[config.mk]
export PLATFORM = sky130hd
export DESIGN_NAME = axis_expander
export DESIGN_NICKNAME = d
export VERILOG_FILES = /design/src/rtl/axis_expander.sv
export SDC_FILE = /design/constraint.sdc
export NUM_CORES = 1
export LEC_CHECK = 0
export BUFFER_PORTS_ARGS = -buffer_cell sky130_fd_sc_hd__buf_2
export CAP_MARGIN = 20
export CORE_ASPECT_RATIO = 1.75
export CORE_UTILIZATION = 50
export DETAILED_ROUTE_END_ITERATION = 10
export GPL_ROUTABILITY_DRIVEN = 0
export GPL_TIMING_DRIVEN = 1
export PLACE_DENSITY = 0.76
export SYNTH_ARGS = -nofsm -noshare
export SYNTH_HDL_FRONTEND = slang
export SYNTH_SLANG_ARGS = --single-unit
[constraint.sdc]
create_clock -name aclk -period 2.65 [get_ports aclk]
set_input_delay 0.265 -clock aclk [delete_from_list [all_inputs] [get_ports aclk]]
set_output_delay 0.265 -clock aclk [all_outputs]
set_load 0.1 [all_outputs]
[src/rtl/axis_expander.sv]
// AXI4-Stream expander: each accepted input beat is emitted 2^log_expand times.
// Define AXIS_EXPANDER_ZERO_STUFF_EN to zero-stuff repeats instead of holding the sample.
module axis_expander #(
  parameter int AXIS_TDATA_WIDTH = 32
) (
  input  logic                        aclk,
  input  logic                        aresetn,
  input  logic [4:0]                  log_expand,
  output logic                        S_AXIS_tready,
  input  logic                        S_AXIS_tvalid,
  input  logic [AXIS_TDATA_WIDTH-1:0] S_AXIS_tdata,
  input  logic                        M_AXIS_tready,
  output logic                        M_AXIS_tvalid,
  output logic [AXIS_TDATA_WIDTH-1:0] M_AXIS_tdata
);

  typedef enum logic {EMPTY = 1'b0, HOLD = 1'b1} state_t;

  state_t                      state_reg;
  state_t                      state_next;
  logic [AXIS_TDATA_WIDTH-1:0] data_reg;
  logic [31:0]                 count_reg;
  logic [31:0]                 last_idx_reg;
  logic                        last;
  logic                        accept;
  logic                        xfer;

  assign last   = (count_reg == last_idx_reg);
  assign accept = S_AXIS_tvalid && S_AXIS_tready;
  assign xfer   = M_AXIS_tvalid && M_AXIS_tready;

  always_ff @(posedge aclk or negedge aresetn) begin
    if (!aresetn) begin
      state_reg <= EMPTY;
    end else begin
      state_reg <= state_next;
    end
  end

  always_comb begin
    state_next = state_reg;
    case (state_reg)
      EMPTY: begin
        if (accept) state_next = HOLD;
      end
      HOLD: begin
        // A new beat arriving with the last repeat keeps the output busy (no bubble)
        if (xfer && last && !accept) state_next = EMPTY;
      end
      default: state_next = EMPTY;
    endcase
  end

  always_comb begin
    S_AXIS_tready = (state_reg == EMPTY) || (M_AXIS_tready && last);
    M_AXIS_tvalid = (state_reg == HOLD);
`ifdef AXIS_EXPANDER_ZERO_STUFF_EN
    M_AXIS_tdata  = (count_reg == 32'd0) ? data_reg : '0;
`else
    M_AXIS_tdata  = data_reg;
`endif
  end

  // Input acceptance only happens in EMPTY or together with the last repeat transfer
  always_ff @(posedge aclk or negedge aresetn) begin
    if (!aresetn) begin
      data_reg     <= '0;
      count_reg    <= 32'd0;
      last_idx_reg <= 32'd0;
    end else if (accept) begin
      data_reg     <= S_AXIS_tdata;
      count_reg    <= 32'd0;
      last_idx_reg <= (32'd1 << log_expand) - 32'd1;
    end else if (xfer && !last) begin
      count_reg    <= count_reg + 32'd1;
    end
  end

endmodule

==> results of run 1 <==
==> power by group through the flow <==
stage / clock [mW] / sequential [mW] / combinational (mW)
5_1_grt: 1.33 / 1.78 / 1.08
2_1_floorplan: 0 / 2.19 / 0.321
4_1_cts: 1.27 / 1.76 / 1.01
6_report: 1.26 / 1.77 / 1.01
3_3_place_gp: 0 / 1.78 / 0.974
3_5_place_dp: 0 / 1.79 / 1.00
==> routing by layer <==
layer / GRT usage (%) / up-vias / routed length [um]
met5: 0 / - / 0
met4: 13.03 / 0 / 488
met3: 4.069 / 34 / 407
met2: 44.79 / 133 / 6516
met1: 28.39 / 2001 / 4533
li1: - / 2015 / -
==> through the flow <==
stage / util [%] / instance area [um^2] / total power, mW / setup slack, ns
CTS: 61.19 / 5793 / 4.045 / 0.08726
detailed placement: 57.96 / 5488 / 2.787 / 0.07767
finish: 61.25 / 5799 / 4.035 / 0.06374
global route: 61.25 / 5799 / 4.198 / 0.03247
global placement: 57.96 / 5488 / 2.757 / 0.1173
floorplan: - / 4891 / 2.513 / 0.1916
==> placed cells by master (no fill, tap or decap), types with 3 or more instances in the layout <==
cell and instances:
sky130_fd_sc_hd__a21oi_1 12, sky130_fd_sc_hd__a22o_1 5, sky130_fd_sc_hd__a31oi_1 11, sky130_fd_sc_hd__and4_1 3
sky130_fd_sc_hd__buf_12 4, sky130_fd_sc_hd__buf_2 72, sky130_fd_sc_hd__buf_4 19, sky130_fd_sc_hd__clkbuf_16 9
sky130_fd_sc_hd__dfrtp_1 97, sky130_fd_sc_hd__inv_1 8, sky130_fd_sc_hd__mux2i_1 4, sky130_fd_sc_hd__nand2_1 152
sky130_fd_sc_hd__nand2b_1 3, sky130_fd_sc_hd__nand3_1 13, sky130_fd_sc_hd__nand4_1 8, sky130_fd_sc_hd__nor2_1 50
sky130_fd_sc_hd__nor3_1 15, sky130_fd_sc_hd__nor4_1 8, sky130_fd_sc_hd__nor4_2 3, sky130_fd_sc_hd__o21ai_0 28
sky130_fd_sc_hd__o21ai_1 3, sky130_fd_sc_hd__o41ai_1 3, sky130_fd_sc_hd__or2_2 6, sky130_fd_sc_hd__xnor2_1 17
sky130_fd_sc_hd__xor2_1 37
==> logic make-up after synthesis <==
| group | share of synthesized area (%) |
|---|---|
| multiplexers | 0.8187 |
| buffers and inverters | 3.658 |
| AND/OR/NAND/NOR | 25.61 |
| AO/OA/AOI/OAI | 10.11 |
| adder cells (fa/ha/maj) | 0.5116 |
| flip-flops | 49.63 |
| XOR/XNOR | 9.670 |
==> repair_timing <==
action	CTS	global route
resized for setup	1	1
hold buffers	1	0
setup buffers	0	0
pin swaps	0	2
endpoints found under the setup margin	1	24
endpoints found under the hold margin	43	0
==> critical path: stages, from the launching register on <==
cell and delay, ns:
sky130_fd_sc_hd__dfrtp_1 0.47, sky130_fd_sc_hd__xor2_1 0.21, sky130_fd_sc_hd__nor4_2 0.38, sky130_fd_sc_hd__nand4_1 0.24, sky130_fd_sc_hd__o31a_1 0.36, sky130_fd_sc_hd__inv_1 0.14
sky130_fd_sc_hd__buf_12 0.18
==> area by class of cell <==
class	instances	area [um^2]
Fill cell	791	3669
Sequential cell	97	2427
Multi-Input combinational cell	419	2307
Timing Repair Buffer	96	593.1
Clock buffer	10	239.0
Tap cell	122	152.6
Clock inverter	6	50.05
Inverter	8	30.03
==> worst paths after layout <==
kind	from	end	slack, ns	depth (start not counted)
setup / recovery	count_reg[14]	S_AXIS_tready	0.06	6
hold / removal	S_AXIS_tdata[21]	M_AXIS_tdata[21]	0.10	3
setup reg to reg	count_reg[14]	last_idx_reg[25]	0.15	7
hold reg to reg	M_AXIS_tdata[4]	M_AXIS_tdata[4]	0.48	2
max in group asynchronous	aresetn	count_reg[5]	1.49	3
min in group asynchronous	aresetn	M_AXIS_tdata[26]	0.46	2
==> out/metrics.csv, run 1 <==
stage,metric,value,unit
die,ioPinCount,75,
worst_setup_path,critPathLaunchType,register,
cts,clkLatencyLatePin,0.35,ns
logic_synthesis,synth.largest_area_cell,sky130_fd_sc_hd__dfrtp_1,
pwr,powerDensity,695.8,mW/mm^2
final_layout,diodes,0,
flow_run,drv.max_cap_violation_count,0,
logic_synthesis,count_of_flip_flops_with_a_built_in_enable_after_synthesis,0,
logic_synthesis,yosysWarningCount,0,
sta,final.setup.tns,0,ns
logic_synthesis,ys_top_cells_by_area,"sky130_fd_sc_hd__dfrtp_1 (50%), sky130_fd_sc_hd__nand2_1 (12%), sky130_fd_sc_hd__xor2_1 (6.6%), sky130_fd_sc_hd__nor2_1 (3.8%), sky130_fd_sc_hd__xnor2_1 (3.0%)",
pwr,power_frac_seq,43.8,%
detailed_routing,drt_pass1_iterations,5,
pwr,power.share.combinational,25.1,%
logic_synthesis,mappedNetlistArea,0.004891,mm^2
worst_setup_path,worst-path-max-fanout,7,
die,fp.dieArea,0.01020,mm^2
final_layout,fin_cells,758,
status,result_of_the_run,finished clean,
cts,path_clk_slew,0.07,ns
logic_synthesis,postSynthAreaPerCell,8.765,um^2
pwr,switching_share,36.43,%
sta,setup_viol,0,
final_layout,growth_of_design_area_from_synthesis_to_finish,18.57,%
logic_synthesis,yosysMostFrequentCell,sky130_fd_sc_hd__nand2_1,
pwr,share_clk_of_total_power,31.2,%
pwr,p_int,2.565,mW
global_routing,grt_max_degree,57,
die,floorplan.die.height,132.8,um
sta,worstMarginPinSlew,0.5824,ns
detailed_routing,ant_nets,0,
sta,max_slew_margin,61.17,%
placed_design,place.detailed.hpwl,8687,um
logic_synthesis,synth-seq-cells,97,
global_routing,overflow,0,
placed_design,placed_cells_incl_taps,741,
pwr,static-leakage-power,2.845,nW
sta,final.min_clock_period,2.586,ns
global_routing,number_of_global_route_vias_before_repair,4222,
cts,cts_root_buf,sky130_fd_sc_hd__clkbuf_16,
global_routing,grt_pass1_wl,19980,um
global_routing,grt_antenna_before_repair,0,
detailed_routing,drc,0,
detailed_routing,wl,11950,um
worst_setup_path,crit_required,2.38,ns
logic_synthesis,synth_common_cells,"sky130_fd_sc_hd__nand2_1 (152), sky130_fd_sc_hd__dfrtp_1 (97), sky130_fd_sc_hd__nor2_1 (50), sky130_fd_sc_hd__xor2_1 (37), sky130_fd_sc_hd__o21ai_0 (28)",
worst_setup_path,critPathCaptureType,output port,
logic_synthesis,yosysTopAreaCellShare,49.63,%
sta,finalHoldWorstSlack,0.1048,ns
detailed_routing,drt-wirelength-per-cell,15.76,um
cts,cts_tree,done,
logic_synthesis,synthCells,558,
pwr,switching_pwr,1.470,mW
global_routing,grt.total_usage,25.11,%
sta,max_clock_freq,386.7,MHz
detailed_routing,avgViaCountPerCell,5.518,
worst_setup_path,timing.critical_path.arrival,2.32,ns
sta,min_period_over_period,97.59,%
detailed_routing,first_iter_violations,348,
die,fp-row-count,47,
placed_design,port_buffers,74,
sta,setup_repair_after_global_routing_missed_its_margin,false,
die,effective_utilization_at_floorplan,51.66,%
cts,cts_num_sinks,97,
logic_synthesis,ys_types,50,
final_layout,nets,674,
logic_synthesis,ys_seq_area_share,49.63,%
logic_synthesis,syn-num-nets,601,
min_path,worstHoldPathType,in -> reg,
cts,inserted_clock_buffers,9,
logic_synthesis,postSynth.asyncResetShare,100.0,%
final_layout,post_route_cells_drive_above_1_share,20.13,%
cts,htree_num_levels,3,
logic_synthesis,ys_dominant_reg_cell,sky130_fd_sc_hd__dfrtp_1,
die,die-width,76.77,um
sta,report.final.hold_viol_count,0,
die,placeableCoreArea,0.009468,mm^2
pwr,ir_drop,486.5,uV
sta,final.setup_skew,0.005805,ns
worst_setup_path,critPathKind,reg -> out,
cts,ctsLongestPathBuffers,2,
detailed_routing,vias,4183,
sta,slew_violations,0,
Power figures use the tool's default switching activity.
==> run 2: changes to the inputs <==
--- a/config.mk
+++ b/config.mk
@@ -13,6 +13,7 @@
 export GPL_ROUTABILITY_DRIVEN = 0
 export GPL_TIMING_DRIVEN = 1
 export PLACE_DENSITY = 0.76
+export RECOVER_POWER = 25
 export SYNTH_ARGS = -nofsm -noshare
 export SYNTH_HDL_FRONTEND = slang
 export SYNTH_SLANG_ARGS = --single-unit
==> run 2 against run 1 <==
Sequential power about the same. Via count down 0.17%. Die area unchanged. Setup slack worse by 0.0020 ns. Critical endpoint unchanged. Largest power group unchanged.
==> out/metrics.csv, run 2 (synthesis results as in run 1) <==
stage,metric,value,unit
detailed_routing,ant_nets,0,
worst_setup_path,critPathCaptureType,output port,
worst_setup_path,regToRegSetupSlack,0.15,ns
placed_design,place.detailed.hpwl,8687,um
final_layout,diodes,0,
sta,max_clock_freq,386.4,MHz
worst_setup_path,worst-path-max-fanout,7,
placed_design,dpl-instance-area,0.005488,mm^2
worst_setup_path,cp_cell_sequence,"xor2_1, nor4_2, nand4_1, o31a_1, inv_1, buf_12",
final_layout,stdcell_area,0.005782,mm^2
pwr,powerDensity,698.7,mW/mm^2
cts,cts_tree,done,
sta,setup_slack,0.06177,ns
sta,slew_violations,0,
cts,cts_root_buf,sky130_fd_sc_hd__clkbuf_16,
final_layout,growth_of_design_area_from_synthesis_to_finish,18.21,%
detailed_routing,wl,11980,um
detailed_routing,vias,4176,
sta,max_slew_margin,27.31,%
worst_setup_path,crit_required,2.38,ns
global_routing,grt_pass1_wl,19980,um
worst_setup_path,critPathLaunchType,register,
cts,cts_setup_buffers,0,
worst_setup_path,worst_path_largest_cell_delay,0.47,ns
worst_setup_path,cpMaxStageDelayCell,sky130_fd_sc_hd__dfrtp_1,
sta,worstMarginPinSlew,1.090,ns
detailed_routing,drt-wirelength-per-cell,15.80,um
worst_setup_path,r2r-start,count_reg[14],
flow_run,drv.max_cap_violation_count,0,
sta,final.min_clock_period,2.588,ns
worst_setup_path,timing.critical_path.arrival,2.32,ns
die,fp.dieArea,0.01020,mm^2
die,die-width,76.77,um
sta,setup_repair_after_global_routing_missed_its_margin,false,
placed_design,port_buffers,74,
worst_setup_path,worst_r2r_endpoint,M_AXIS_tdata[24],
cts,cts_num_sinks,97,
sta,final.setup_skew,0.006607,ns
final_layout,fill_cells,794,
die,effective_utilization_at_floorplan,51.66,%
global_routing,grt.total_usage,25.11,%
detailed_routing,drt_pass1_iterations,5,
pwr,static-leakage-power,2.839,nW
final_layout,post_route_cells_drive_above_1_share,20.13,%
cts,inserted_clock_buffers,9,
cts,clkLatencyLatePin,0.35,ns
cts,ctsLongestPathBuffers,2,
sta,min_period_over_period,97.67,%
global_routing,grt_max_degree,57,
die,fp-row-count,47,
placed_design,detailedPlace.worstSlack,0.07767,ns
final_layout,layout.cells.most_common_list,"sky130_fd_sc_hd__nand2_1 (152), sky130_fd_sc_hd__dfrtp_1 (97), sky130_fd_sc_hd__buf_2 (72), sky130_fd_sc_hd__nor2_1 (50), sky130_fd_sc_hd__xor2_1 (37)",
sta,setup_viol,0,
die,ioPinCount,75,
global_routing,overflow,0,
worst_setup_path,r2r_cells,9,
worst_setup_path,crit_end,S_AXIS_tready,
detailed_routing,first_iter_violations,348,
status,result_of_the_run,finished clean,
cts,path_clk_slew,0.07,ns
sta,final.setup.tns,0,ns
die,floorplan.die.height,132.8,um
pwr,ir_drop,486.7,uV
detailed_routing,avgViaCountPerCell,5.509,
detailed_routing,drc,0,
final_layout,commonest_non_fill_non_tap_cell_in_the_layout,sky130_fd_sc_hd__nand2_1,
cts,htree_num_levels,3,
min_path,worstHoldPathType,in -> reg,
global_routing,grt_antenna_before_repair,0,
die,placeableCoreArea,0.009468,mm^2
worst_setup_path,critPathKind,reg -> out,
global_routing,number_of_global_route_vias_before_repair,4222,
worst_setup_path,timing.critical_path.from,count_reg[14],
sta,report.final.hold_viol_count,0,
final_layout,nets,674,
-- run 2: metrics by stage --
step                hold slack (ns)  cells  utilization, %  total power, mW
floorplan                  -0.03059    558               -            2.513
global placement             0.2975    741           57.96            2.757
detailed placement           0.3033    741           57.96            2.787
CTS                         0.09990    758           61.19            4.045
global route                 0.1033    758           61.07            4.194
finish                       0.1047    758           61.07            4.040
-- run 2: worst max-delay path: cells and delay by family, from the launching register on --
family          cells  cell delay (ns)
buf+inv             2             0.32
simple gates        2             0.61
xor+xnor            1             0.21
compound gates      1             0.36
flops               1             0.47
-- run 2: power breakdown --
part	leakage, nW	switching (mW)	internal [mW]
clock	0.141	0.591	0.674
sequential	1.24	0.130	1.64
combinational	1.46	0.757	0.253
total	2.84	1.48	2.56
-- run 2: final cells by class --
| class | count | area [um^2] | area share, % |
|---|---|---|---|
| clock buffer | 10 | 239.0 | 4.133 |
| sequential | 97 | 2427 | 41.98 |
| inverter | 8 | 30.03 | 0.5194 |
| tap | 122 | 152.6 | 2.640 |
| timing repair buffer | 96 | 575.6 | 9.955 |
| clock inverter | 6 | 50.05 | 0.8656 |
| multi-input combinational | 419 | 2307 | 39.90 |
-- run 2: what timing repair did --
item / 4_1_cts / 5_1_grt
hold endpoints to repair: 43 / 0
setup endpoints to repair: 1 / 24
pin swaps: 0 / 2
resized for setup: 1 / 1
hold buffers: 1 / 0
-- run 2: worst min path at each step --
stage                                start               end  slack [ns]  cells after the start
after floorplan                    aresetn   M_AXIS_tdata[0]       -0.03                      0
after global placement             aresetn  M_AXIS_tdata[24]        0.30                      1
after detailed placement           aresetn  M_AXIS_tdata[26]        0.30                      1
after CTS                 S_AXIS_tdata[21]  M_AXIS_tdata[21]         0.1                      3
after global routing      S_AXIS_tdata[25]  M_AXIS_tdata[25]        0.10                      3
final                     S_AXIS_tdata[21]  M_AXIS_tdata[21]        0.10                      3
-- run 2: per-layer routing --
metal / track usage (%) / part of all wire (%) / up-vias
li1: - / - / 2013
met1: 28.39 / 38 / 2002
met2: 44.79 / 54 / 129
met3: 4.069 / 3.4 / 32
met4: 13.03 / 4.0 / 0
met5: 0 / 0 / -
